**src/rtl/seq_mult_if.sv**
```systemverilog
// Handshake and operand/product bundle for seq_mult: the requester drives start/tc/x/y,
// the multiplier returns busy/done/out.
interface seq_mult_if #(
    parameter int N = 8
) ();
    logic           start;
    logic           tc;
    logic [N-1:0]   x;
    logic [N-1:0]   y;
    logic           busy;
    logic           done;
    logic [2*N-1:0] out;

    modport master (output start, output tc, output x, output y,
                    input  busy,  input  done, input out);
    modport slave  (input  start, input  tc, input  x, input  y,
                    output busy,  output done, output out);
endinterface

```
**src/rtl/seq_mult.sv**
```systemverilog
// Iterative shift-add N x N -> 2N multiplier, unsigned or two's-complement per operation.
// Define EARLY_TERM_EN to finish as soon as the remaining multiplier bits are all zero.
module seq_mult #(
    parameter int N = 8
) (
    input  logic       clk,
    input  logic       reset,
    seq_mult_if.slave  bus
);
    localparam int             CW       = $clog2(N);
    localparam logic [CW-1:0]  CNT_LAST = CW'(N - 1);
    localparam logic [CW-1:0]  CNT_ONE  = CW'(1);
    localparam logic [2*N-1:0] ONE2     = {{(2*N-1){1'b0}}, 1'b1};

    typedef enum logic {IDLE = 1'b0, BUSY = 1'b1} state_t;

    state_t         state_r;
    logic [N-1:0]   mcand_r;
    logic [N-1:0]   mplier_r;
    logic [2*N-1:0] acc_r;
    logic [CW-1:0]  cnt_r;
    logic           neg_r;
    logic           busy_r;
    logic           done_r;
    logic [2*N-1:0] out_r;

    logic [2*N-1:0] addend_s;
    logic [2*N-1:0] acc_next_s;
    logic [N-1:0]   mplier_next_s;
    logic           last_s;
    logic [2*N-1:0] result_s;

    // Magnitude of a two's-complement operand; -2^(N-1) maps to 2^(N-1), which still fits unsigned.
    function automatic logic [N-1:0] magnitude(input logic [N-1:0] v, input logic is_tc);
        return (is_tc && v[N-1]) ? (~v + {{(N-1){1'b0}}, 1'b1}) : v;
    endfunction

    // One shift-add step and the completion decision for the current BUSY cycle.
    always_comb begin
        addend_s      = {{N{1'b0}}, mcand_r} << cnt_r;
        mplier_next_s = mplier_r >> 1;
        if (mplier_r[0]) begin
            acc_next_s = acc_r + addend_s;
        end else begin
            acc_next_s = acc_r;
        end
`ifdef EARLY_TERM_EN
        last_s = (cnt_r == CNT_LAST) || (mplier_next_s == {N{1'b0}});
`else
        last_s = (cnt_r == CNT_LAST);
`endif
        if (neg_r) begin
            result_s = ~acc_next_s + ONE2;
        end else begin
            result_s = acc_next_s;
        end
    end

    // Control FSM and datapath registers; all outputs come straight from flops.
    always_ff @(posedge clk or posedge reset) begin
        if (reset) begin
            state_r  <= IDLE;
            mcand_r  <= {N{1'b0}};
            mplier_r <= {N{1'b0}};
            acc_r    <= {(2*N){1'b0}};
            cnt_r    <= {CW{1'b0}};
            neg_r    <= 1'b0;
            busy_r   <= 1'b0;
            done_r   <= 1'b0;
            out_r    <= {(2*N){1'b0}};
        end else begin
            done_r <= 1'b0;
            case (state_r)
                IDLE: begin
                    if (bus.start) begin
                        mcand_r  <= magnitude(bus.x, bus.tc);
                        mplier_r <= magnitude(bus.y, bus.tc);
                        neg_r    <= bus.tc & (bus.x[N-1] ^ bus.y[N-1]);
                        acc_r    <= {(2*N){1'b0}};
                        cnt_r    <= {CW{1'b0}};
                        state_r  <= BUSY;
                        busy_r   <= 1'b1;
                    end
                end
                BUSY: begin
                    acc_r    <= acc_next_s;
                    mplier_r <= mplier_next_s;
                    cnt_r    <= cnt_r + CNT_ONE;
                    if (last_s) begin
                        out_r   <= result_s;
                        done_r  <= 1'b1;
                        state_r <= IDLE;
                        busy_r  <= 1'b0;
                    end
                end
                default: begin
                    state_r <= IDLE;
                    busy_r  <= 1'b0;
                end
            endcase
        end
    end

    assign bus.busy = busy_r;
    assign bus.done = done_r;
    assign bus.out  = out_r;
endmodule

```
**src/flat_wrapper.sv**
```systemverilog
// flat-port wrapper written by rule: the top's interface ports become plain ports
module seq_mult_flat 
#(
    parameter int N = 8
)
  (clk, reset, bus_start, bus_tc, bus_x, bus_y, bus_busy, bus_done, bus_out);
  seq_mult_if #(.N(N)) bus_i ();
  input  logic clk;
  input  logic reset;
  input wire logic [$bits(bus_i.start)-1:0] bus_start;
  input wire logic [$bits(bus_i.tc)-1:0] bus_tc;
  input wire logic [$bits(bus_i.x)-1:0] bus_x;
  input wire logic [$bits(bus_i.y)-1:0] bus_y;
  output wire logic [$bits(bus_i.busy)-1:0] bus_busy;
  output wire logic [$bits(bus_i.done)-1:0] bus_done;
  output wire logic [$bits(bus_i.out)-1:0] bus_out;
  assign bus_i.start = bus_start;
  assign bus_i.tc = bus_tc;
  assign bus_i.x = bus_x;
  assign bus_i.y = bus_y;
  assign bus_busy = bus_i.busy;
  assign bus_done = bus_i.done;
  assign bus_out = bus_i.out;
  seq_mult #(.N(N)) u_core (.clk(clk), .reset(reset), .bus(bus_i));
endmodule
```
**config.mk**
```make
export PLATFORM = sky130hd
export DESIGN_NAME = seq_mult_flat
export DESIGN_NICKNAME = d
export VERILOG_FILES = /design/src/rtl/seq_mult_if.sv /design/src/rtl/seq_mult.sv /design/src/flat_wrapper.sv
export SDC_FILE = /design/constraint.sdc
export NUM_CORES = 1
export LEC_CHECK = 0
export ABC_AREA = 1
export BUFFER_PORTS_ARGS = -buffer_cell sky130_fd_sc_hd__buf_2
export CORE_AREA = 2 2 135 84
export CTS_CLUSTER_DIAMETER = 50
export DETAILED_ROUTE_END_ITERATION = 7
export DIE_AREA = 0 0 137 86
export GPL_TIMING_DRIVEN = 0
export SLEW_MARGIN = 40
export SYNTH_ARGS = -nofsm -noshare
export SYNTH_HDL_FRONTEND = slang
export SYNTH_SLANG_ARGS = --single-unit
export TNS_END_PERCENT = 50
```
**constraint.sdc**
```tcl
create_clock -name clk -period 4.69 [get_ports clk]
set_input_delay 0.469 -clock clk [delete_from_list [all_inputs] [get_ports clk]]
set_output_delay 0.469 -clock clk [all_outputs]
set_load 0.01 [all_outputs]
```
==> results of run 1 <==
-- stage by stage --
step | instances | util [%] | hold slack, ns | setup WS, ns | power, uW
3_3_place_gp | 796 | 43.2 | 0.461 | 1.21 | 3270
4_1_cts | 803 | 44.7 | 0.157 | 1.15 | 3680
3_5_place_dp | 797 | 43.4 | 0.463 | 1.16 | 3310
6_report | 803 | 44.7 | 0.148 | 1.02 | 3690
5_1_grt | 803 | 44.7 | 0.177 | 0.670 | 4110
2_1_floorplan | 620 | - | 0.453 | 1.98 | 2700
-- Yosys cell counts, types with 4 or more instances --
| cell type | instances |
|---|---|
| dfrtp_1 | 55 |
| nor3_1 | 6 |
| mux2i_1 | 5 |
| inv_2 | 5 |
| a21oi_1 | 11 |
| ha_1 | 20 |
| nand4_1 | 7 |
| nand3_1 | 60 |
| clkbuf_1 | 13 |
| nand2_1 | 199 |
| nand2_2 | 6 |
| nor2_1 | 45 |
| o22ai_1 | 12 |
| xor2_1 | 16 |
| o21ai_1 | 5 |
| xnor2_1 | 5 |
| o21ai_0 | 45 |
| a22oi_1 | 4 |
| inv_1 | 74 |
-- power by group through the flow --
stage / Combinational [uW] / Sequential [uW] / Clock, uW
after floorplan: 1860 / 842 / 0
after global placement: 2430 / 842 / 0
after detailed placement: 2460 / 851 / 0
after CTS: 2470 / 842 / 364
after global routing: 2860 / 871 / 381
final: 2490 / 840 / 358
-- cell families (layout without fill, tap and decap cells) --
logic type,Yosys count,count (layout)
AO/OA/AOI/OAI,86,86
adder cells (fa/ha/maj),21,21
multiplexers,5,5
flip-flops,55,55
XOR/XNOR,21,21
buffers and inverters,98,142
AND/OR/NAND/NOR,334,334
-- critical path: stages, from the launching register on --
cell      delay (ns)
dfrtp_1         0.46
clkbuf_1        0.34
nand2_1         0.09
o21ai_0         0.12
o21ai_0         0.15
o21ai_0         0.50
ha_1            0.39
nand2_1         0.11
inv_1           0.05
a21oi_1         0.29
nand4_1         0.14
nand3_1         0.11
nand2_1         0.14
nor2_1          0.19
nand3_1         0.14
nand2_1         0.11
nand3_1         0.07
nand3_1         0.08
nand2_1         0.05
-- routing by layer --
layer  vias to the layer above  wire [um]  GRT usage, %
met5                         -          0             0
met4                         0         30          1.78
met3                         5        771          3.66
met2                       117       4400          28.4
met1                      1846       5580          30.6
li1                       2100          -             -
-- worst max path at each step --
stage / startpoint / end
final: u_core.cnt_r[0] / u_core.bus.out[15]
after global routing: u_core.cnt_r[0] / u_core.bus.out[15]
after CTS: u_core.cnt_r[0] / u_core.bus.out[15]
after detailed placement: u_core.cnt_r[0] / u_core.bus.out[15]
after global placement: u_core.cnt_r[0] / u_core.bus.out[15]
after floorplan: u_core.cnt_r[0] / u_core.bus.out[15]
-- state kept, by name, summed over array words and instances, names as in the netlist --
name / flops
u_core.bus.out: 16
u_core.neg_r: 1
u_core.state_r: 1
u_core.acc_r: 16
u_core.bus.busy: 1
u_core.mplier_r: 8
u_core.mcand_r: 8
u_core.bus.done: 1
u_core.cnt_r: 3
-- area by class of cell --
cell class,instances,area (um2)
clock inverters,1,7.51
flip-flops and latches,55,1380
inverters,81,307
clock buffers,5,125
well taps,139,174
multi-input cells,467,2400
fillers,1101,5780
plain buffers,17,73.8
repair buffers,38,205
==> metrics.md, run 1 <==
| Metric | Value |
|---|---|
| Final Wtd Congestion | 0.875 |
| Min cycle time layout | 3.67 ns |
| Drt drc | 0 |
| Mean area per synthesized cell | 6.70 um2 |
| CTS Buffer Depth | 2 |
| RSZ-0062 raised after global routing | no |
| Flop2flop setup slack | 1.02 ns |
| Clk sinks | 55 |
| Register area share after synthesis | 33.1% |
| Synthesized area | 4160 um2 |
| Total setup buffers inserted after CTS | 0 |
| Count of cell types in the netlist | 37 |
| Xor and xnor fraction of the mapped netlist area | 4.43% |
| Post-DP Area | 4540 um2 |
| Drt first pass iters | 5 |
| FMAX | 273 MHz |
| Critical path arrival | 3.85 ns |
| Syn Nets | 661 |
| First DRT Iteration DRCs | 291 |
| Die H | 86 um |
| Setup_tns | 0 ns |
| Vias in the first global route | 3728 |
| Initial Util | 39.8% |
| Status | finished, final reports clean |
| CP Capture Type | register |
| Final wirelength | 10800 um |
| Leakage | 0.00246 uW |
| #FFs+latches synth | 55 |
| # IOs | 38 |
| Cell-internal power | 1720 uW |
| Layout area overhead | 12.4% |
| Sw Share | 53.2% |
| Setup Crit Path Kind | reg -> reg |
| Largest family of logic cells by synthesized area | simple AND/OR/NAND/NOR gates |
| Final ANT Viol Nets | 0 |
| Commonest non-fill, non-tap cell in the layout | nand2_1 |
| Synth top area share | 33.1% |
| Hold buffer count at CTS | 0 |
| R2R cell count | 18 |
| WL/cell | 13.4 um |
| Hold Fails Final Rpt | 0 |
| Dpl hpwl | 8970 um |
| CP Launch Type | register |
| Setup Skew | 0.00565 ns |
| TritonCTS clock tree | done |
| PostCTS Resize Cnt | 0 |
| Hold WC Path Type | in -> async |
| Number of flops mapped to enable cells by yosys | 0 |
| Synth Flop Type | dfrtp_1 |
| Fin area | 4670 um2 |
| Slew HR | 59.7% |
| Net Switching | 1960 uW |
| Gr ovfl total | 0 |
| Simple-gate portion of the synthesized area | 34.0% |
| Synth Area in Adders | 6.50% |
| Worst-path maximum fanout | 10 |
| Ant diodes | 0 |
| Number of buffers created by CTS | 5 |
| Vias per cell | 5.07 |
| Combinational power share | 67.5% |
| Pin count of the biggest net entering global routing | 31 |
| DR vias | 4068 |
| Max Cap Violations | 0 |
| Reg-to-Reg Start | u_core.cnt_r[0] |
| Final Cycle Share | 78.2% |
| Initial antenna violation count | 0 |
| Layout cells sized above 1 | 10.1% |
| Post-Syn Instances | 620 |
| Die Area | 11800 um2 |
| Clock power share | 9.7% |
| Fin. max-slew vios | 0 |
| All-Layer GR Usage | 19.5% |
| Seq pwr share | 22.8% |
| Port-buffer cells | 37 |
| Worst flop-to-flop path endpoint | u_core.bus.out[15] |
| CORE AREA | 10500 um2 |
| Syn. warnings | 0 |
| Slew @ Worst Pin | 0.599 ns |
| Worst vdd ir | 0.248 mV |
| Die Wd | 137 um |
| Worst-Skew Late Latency | 0.29 ns |
| First-pass GRT wire length | 18200 um |
| Rows | 29 |
| PwrDens | 789 nW/um2 |
| Final setup viols | 0 |
| Clk slew on worst S/H paths | 0.07 ns |
| Root buffer cell | clkbuf_16 |
| Synth async-reset ratio | 100% |
| Synth area leader | dfrtp_1 |
| Portion of netlist area occupied by mux cells | 1.20% |
| Htree depth | 2 |
| Fin nets | 706 |
| Commonest cells after routing, fill and taps aside | nand2_1 (199), inv_1 (73), nand3_1 (60) |
| Ranking of synthesized cells by area | dfrtp_1 (33%), nand2_1 (18%), nand3_1 (7.2%) |
| Compound-gate portion of the synthesized area | 11.6% |
| WP data required | 4.87 ns |
Note: power is estimated with default switching activity, not from simulation.
==> run 2, diff against run 1 <==
- clock period: 4.69 -> 3.3 ns (I/O delays scaled with it)
==> run 2 against run 1 <==
Net effect:
- worst setup slack lost 0.77 ns
- combinational power up 57%
- routed wire length grew 1.7%
- sequential share of layout area shrank 1.0 points
- cell count up 1.1%
- utilization up 1.6 points
- clock power rose by 43%
- design area up 3.6%
- worst hold slack worse by 0.14 ns
- register-to-register slack worse by 0.77 ns
- clock skew about the same
- critical path type unchanged
- critical endpoint unchanged
- largest power group unchanged
==> metrics.md, run 2 (same netlist as run 1, synthesis figures left out) <==
| Metric | Value |
|---|---|
| Gr ovfl total | 0 |
| Clock power share | 9.1% |
| Combinational power share | 69.4% |
| Setup_tns | 0 ns |
| # IOs | 38 |
| Net Switching | 2960 uW |
| Worst-path maximum fanout | 8 |
| Initial antenna violation count | 0 |
| Htree depth | 2 |
| Ant diodes | 0 |
| Drt first pass iters | 5 |
| Die Area | 11800 um2 |
| Vias in the first global route | 3728 |
| Commonest cells after routing, fill and taps aside | nand2_1 (190), inv_1 (72), nand3_1 (58) |
| Max Cap Violations | 0 |
| First-pass GRT wire length | 18200 um |
| Cell-internal power | 2650 uW |
| Port-buffer cells | 37 |
| Slew HR | 60.6% |
| Die Wd | 137 um |
| All-Layer GR Usage | 19.5% |
| PwrDens | 1160 nW/um2 |
| TritonCTS clock tree | done |
| Final Wtd Congestion | 0.875 |
| Clk sinks | 55 |
| CTS Buffer Depth | 2 |
| DR vias | 4095 |
| Slowest-stage cell, CP | dfrtp_2 |
| Number of buffers created by CTS | 5 |
| Fin nets | 715 |
| Die H | 86 um |
| Critical path arrival | 3.23 ns |
| Buffers & Inverters on Critical Path | 1 |
| Rows | 29 |
| Hold WC Path Type | in -> async |
| CP Launch Type | register |
| First DRT Iteration DRCs | 243 |
| Sw Share | 52.7% |
| Crit-path cells | inv_2 -> nand2_1 -> nor3_1 -> ha_2 -> fa_1 -> o21ai_2 -> nand2_2 -> nor2_2 -> nand3_2 -> nor2_4 -> nand3_2 -> nor2_2 -> nand3_2 -> nand2_1 -> nand3_1 -> nand3_1 -> nand2_1 |
| Seq pwr share | 21.4% |
| Final core occ | 46.3% |
| CP Capture Type | register |
| Setup Skew | 0.00609 ns |
| Final worst slack | 0.256 ns |
| Family with the most delay on the worst path | simple AND/OR/NAND/NOR gates |
| Worst vdd ir | 0.356 mV |
| Final setup viols | 0 |
| Clk slew on worst S/H paths | 0.07 ns |
| WL/cell | 13.5 um |
| Final wirelength | 11000 um |
| Sequential cell area | 1380 um2 |
| Drt drc | 0 |
| Slowest stage delay, CP | 0.47 ns |
| FMAX | 328 MHz |
| WP data required | 3.48 ns |
| Slew @ Worst Pin | 0.585 ns |
| CORE AREA | 10500 um2 |
| Footprint of the multi-input gates | 2490 um2 |
| Initial Util | 39.8% |
| Layout cells sized above 1 | 16.0% |
| Setup Crit Path Kind | reg -> reg |
| Status | finished, final reports clean |
| Fillers | 1085 |
| Root buffer cell | clkbuf_16 |
| Pin count of the biggest net entering global routing | 31 |
| Post-place setup slack | -0.227 ns |
| Hold Fails Final Rpt | 0 |
| Layout area overhead | 16.5% |
| Commonest non-fill, non-tap cell in the layout | nand2_1 |
| Worst-Skew Late Latency | 0.29 ns |
| Fin. max-slew vios | 0 |
| Min cycle time layout | 3.04 ns |
| Final ANT Viol Nets | 0 |
| Dpl hpwl | 8970 um |
| Vias per cell | 5.04 |
| Leakage | 0.00252 uW |
| Final Cycle Share | 92.2% |
-- run 2: changes by cell type in the layout (fill, tap and decap cells not counted), sizes merged --
| cell | previous run | this run |
|---|---|---|
| clkbuf | 18 | 17 |
| buf | 42 | 52 |
-- run 2: cell type report --
cell class / count / area share (%)
multi-input combinational: 467 / 51.5
sequential: 55 / 28.5
inverter: 81 / 6.33
timing repair buffer: 47 / 5.58
tap: 139 / 3.59
clock buffer: 5 / 2.58
buffer: 17 / 1.81
clock inverter: 1 / 0.155
-- run 2: timing repair --
item                       in CTS  in global routing
buffers inserted                0                  8
pin swaps                       0                 15
resized for setup               9                 46
hold buffers                    0                  0
setup endpoints to repair       7                  9
gates cloned                    0                  1
-- run 2: power groups by stage --
stage	sequential, uW	clock [uW]	combinational [uW]
after floorplan	1200	0	2640
after global placement	1200	0	3450
after detailed placement	1210	0	3500
after CTS	1200	518	3530
after global routing	1250	542	4420
final	1200	513	3900
-- run 2: layer usage --
layer	GRT usage, %	part of all wire [%]	up-vias
li1	-	-	2124
met1	30.6	53	1880
met2	28.4	41	86
met3	3.66	5.6	5
met4	1.78	0.26	0
met5	0	0	-
-- run 2: path summary, 6_finish.rpt --
kind	start	slack [ns]	depth (start not counted)	to
hold reg to reg	u_core.bus.out[15]	0.48	2	u_core.bus.out[15]
max in group asynchronous	reset	2.80	3	u_core.cnt_r[0]
hold / removal	reset	0.008	2	u_core.bus.out[14]
setup reg to reg	u_core.cnt_r[0]	0.26	17	u_core.bus.out[15]
setup / recovery	u_core.cnt_r[0]	0.26	17	u_core.bus.out[15]
min in group clk	bus_x[7]	0.32	3	u_core.mcand_r[7]
-- run 2: metrics by stage --
| step | cells | area (um2) | hold WS (ns) | power (uW) |
|---|---|---|---|---|
| floorplan | 620 | 4160 | 0.453 | 3840 |
| global placement | 796 | 4520 | 0.461 | 4650 |
| detailed placement | 797 | 4540 | 0.329 | 4710 |
| CTS | 803 | 4680 | 0.0176 | 5250 |
| global route | 812 | 4840 | 0.0377 | 6210 |
| finish | 812 | 4840 | 0.00754 | 5620 |
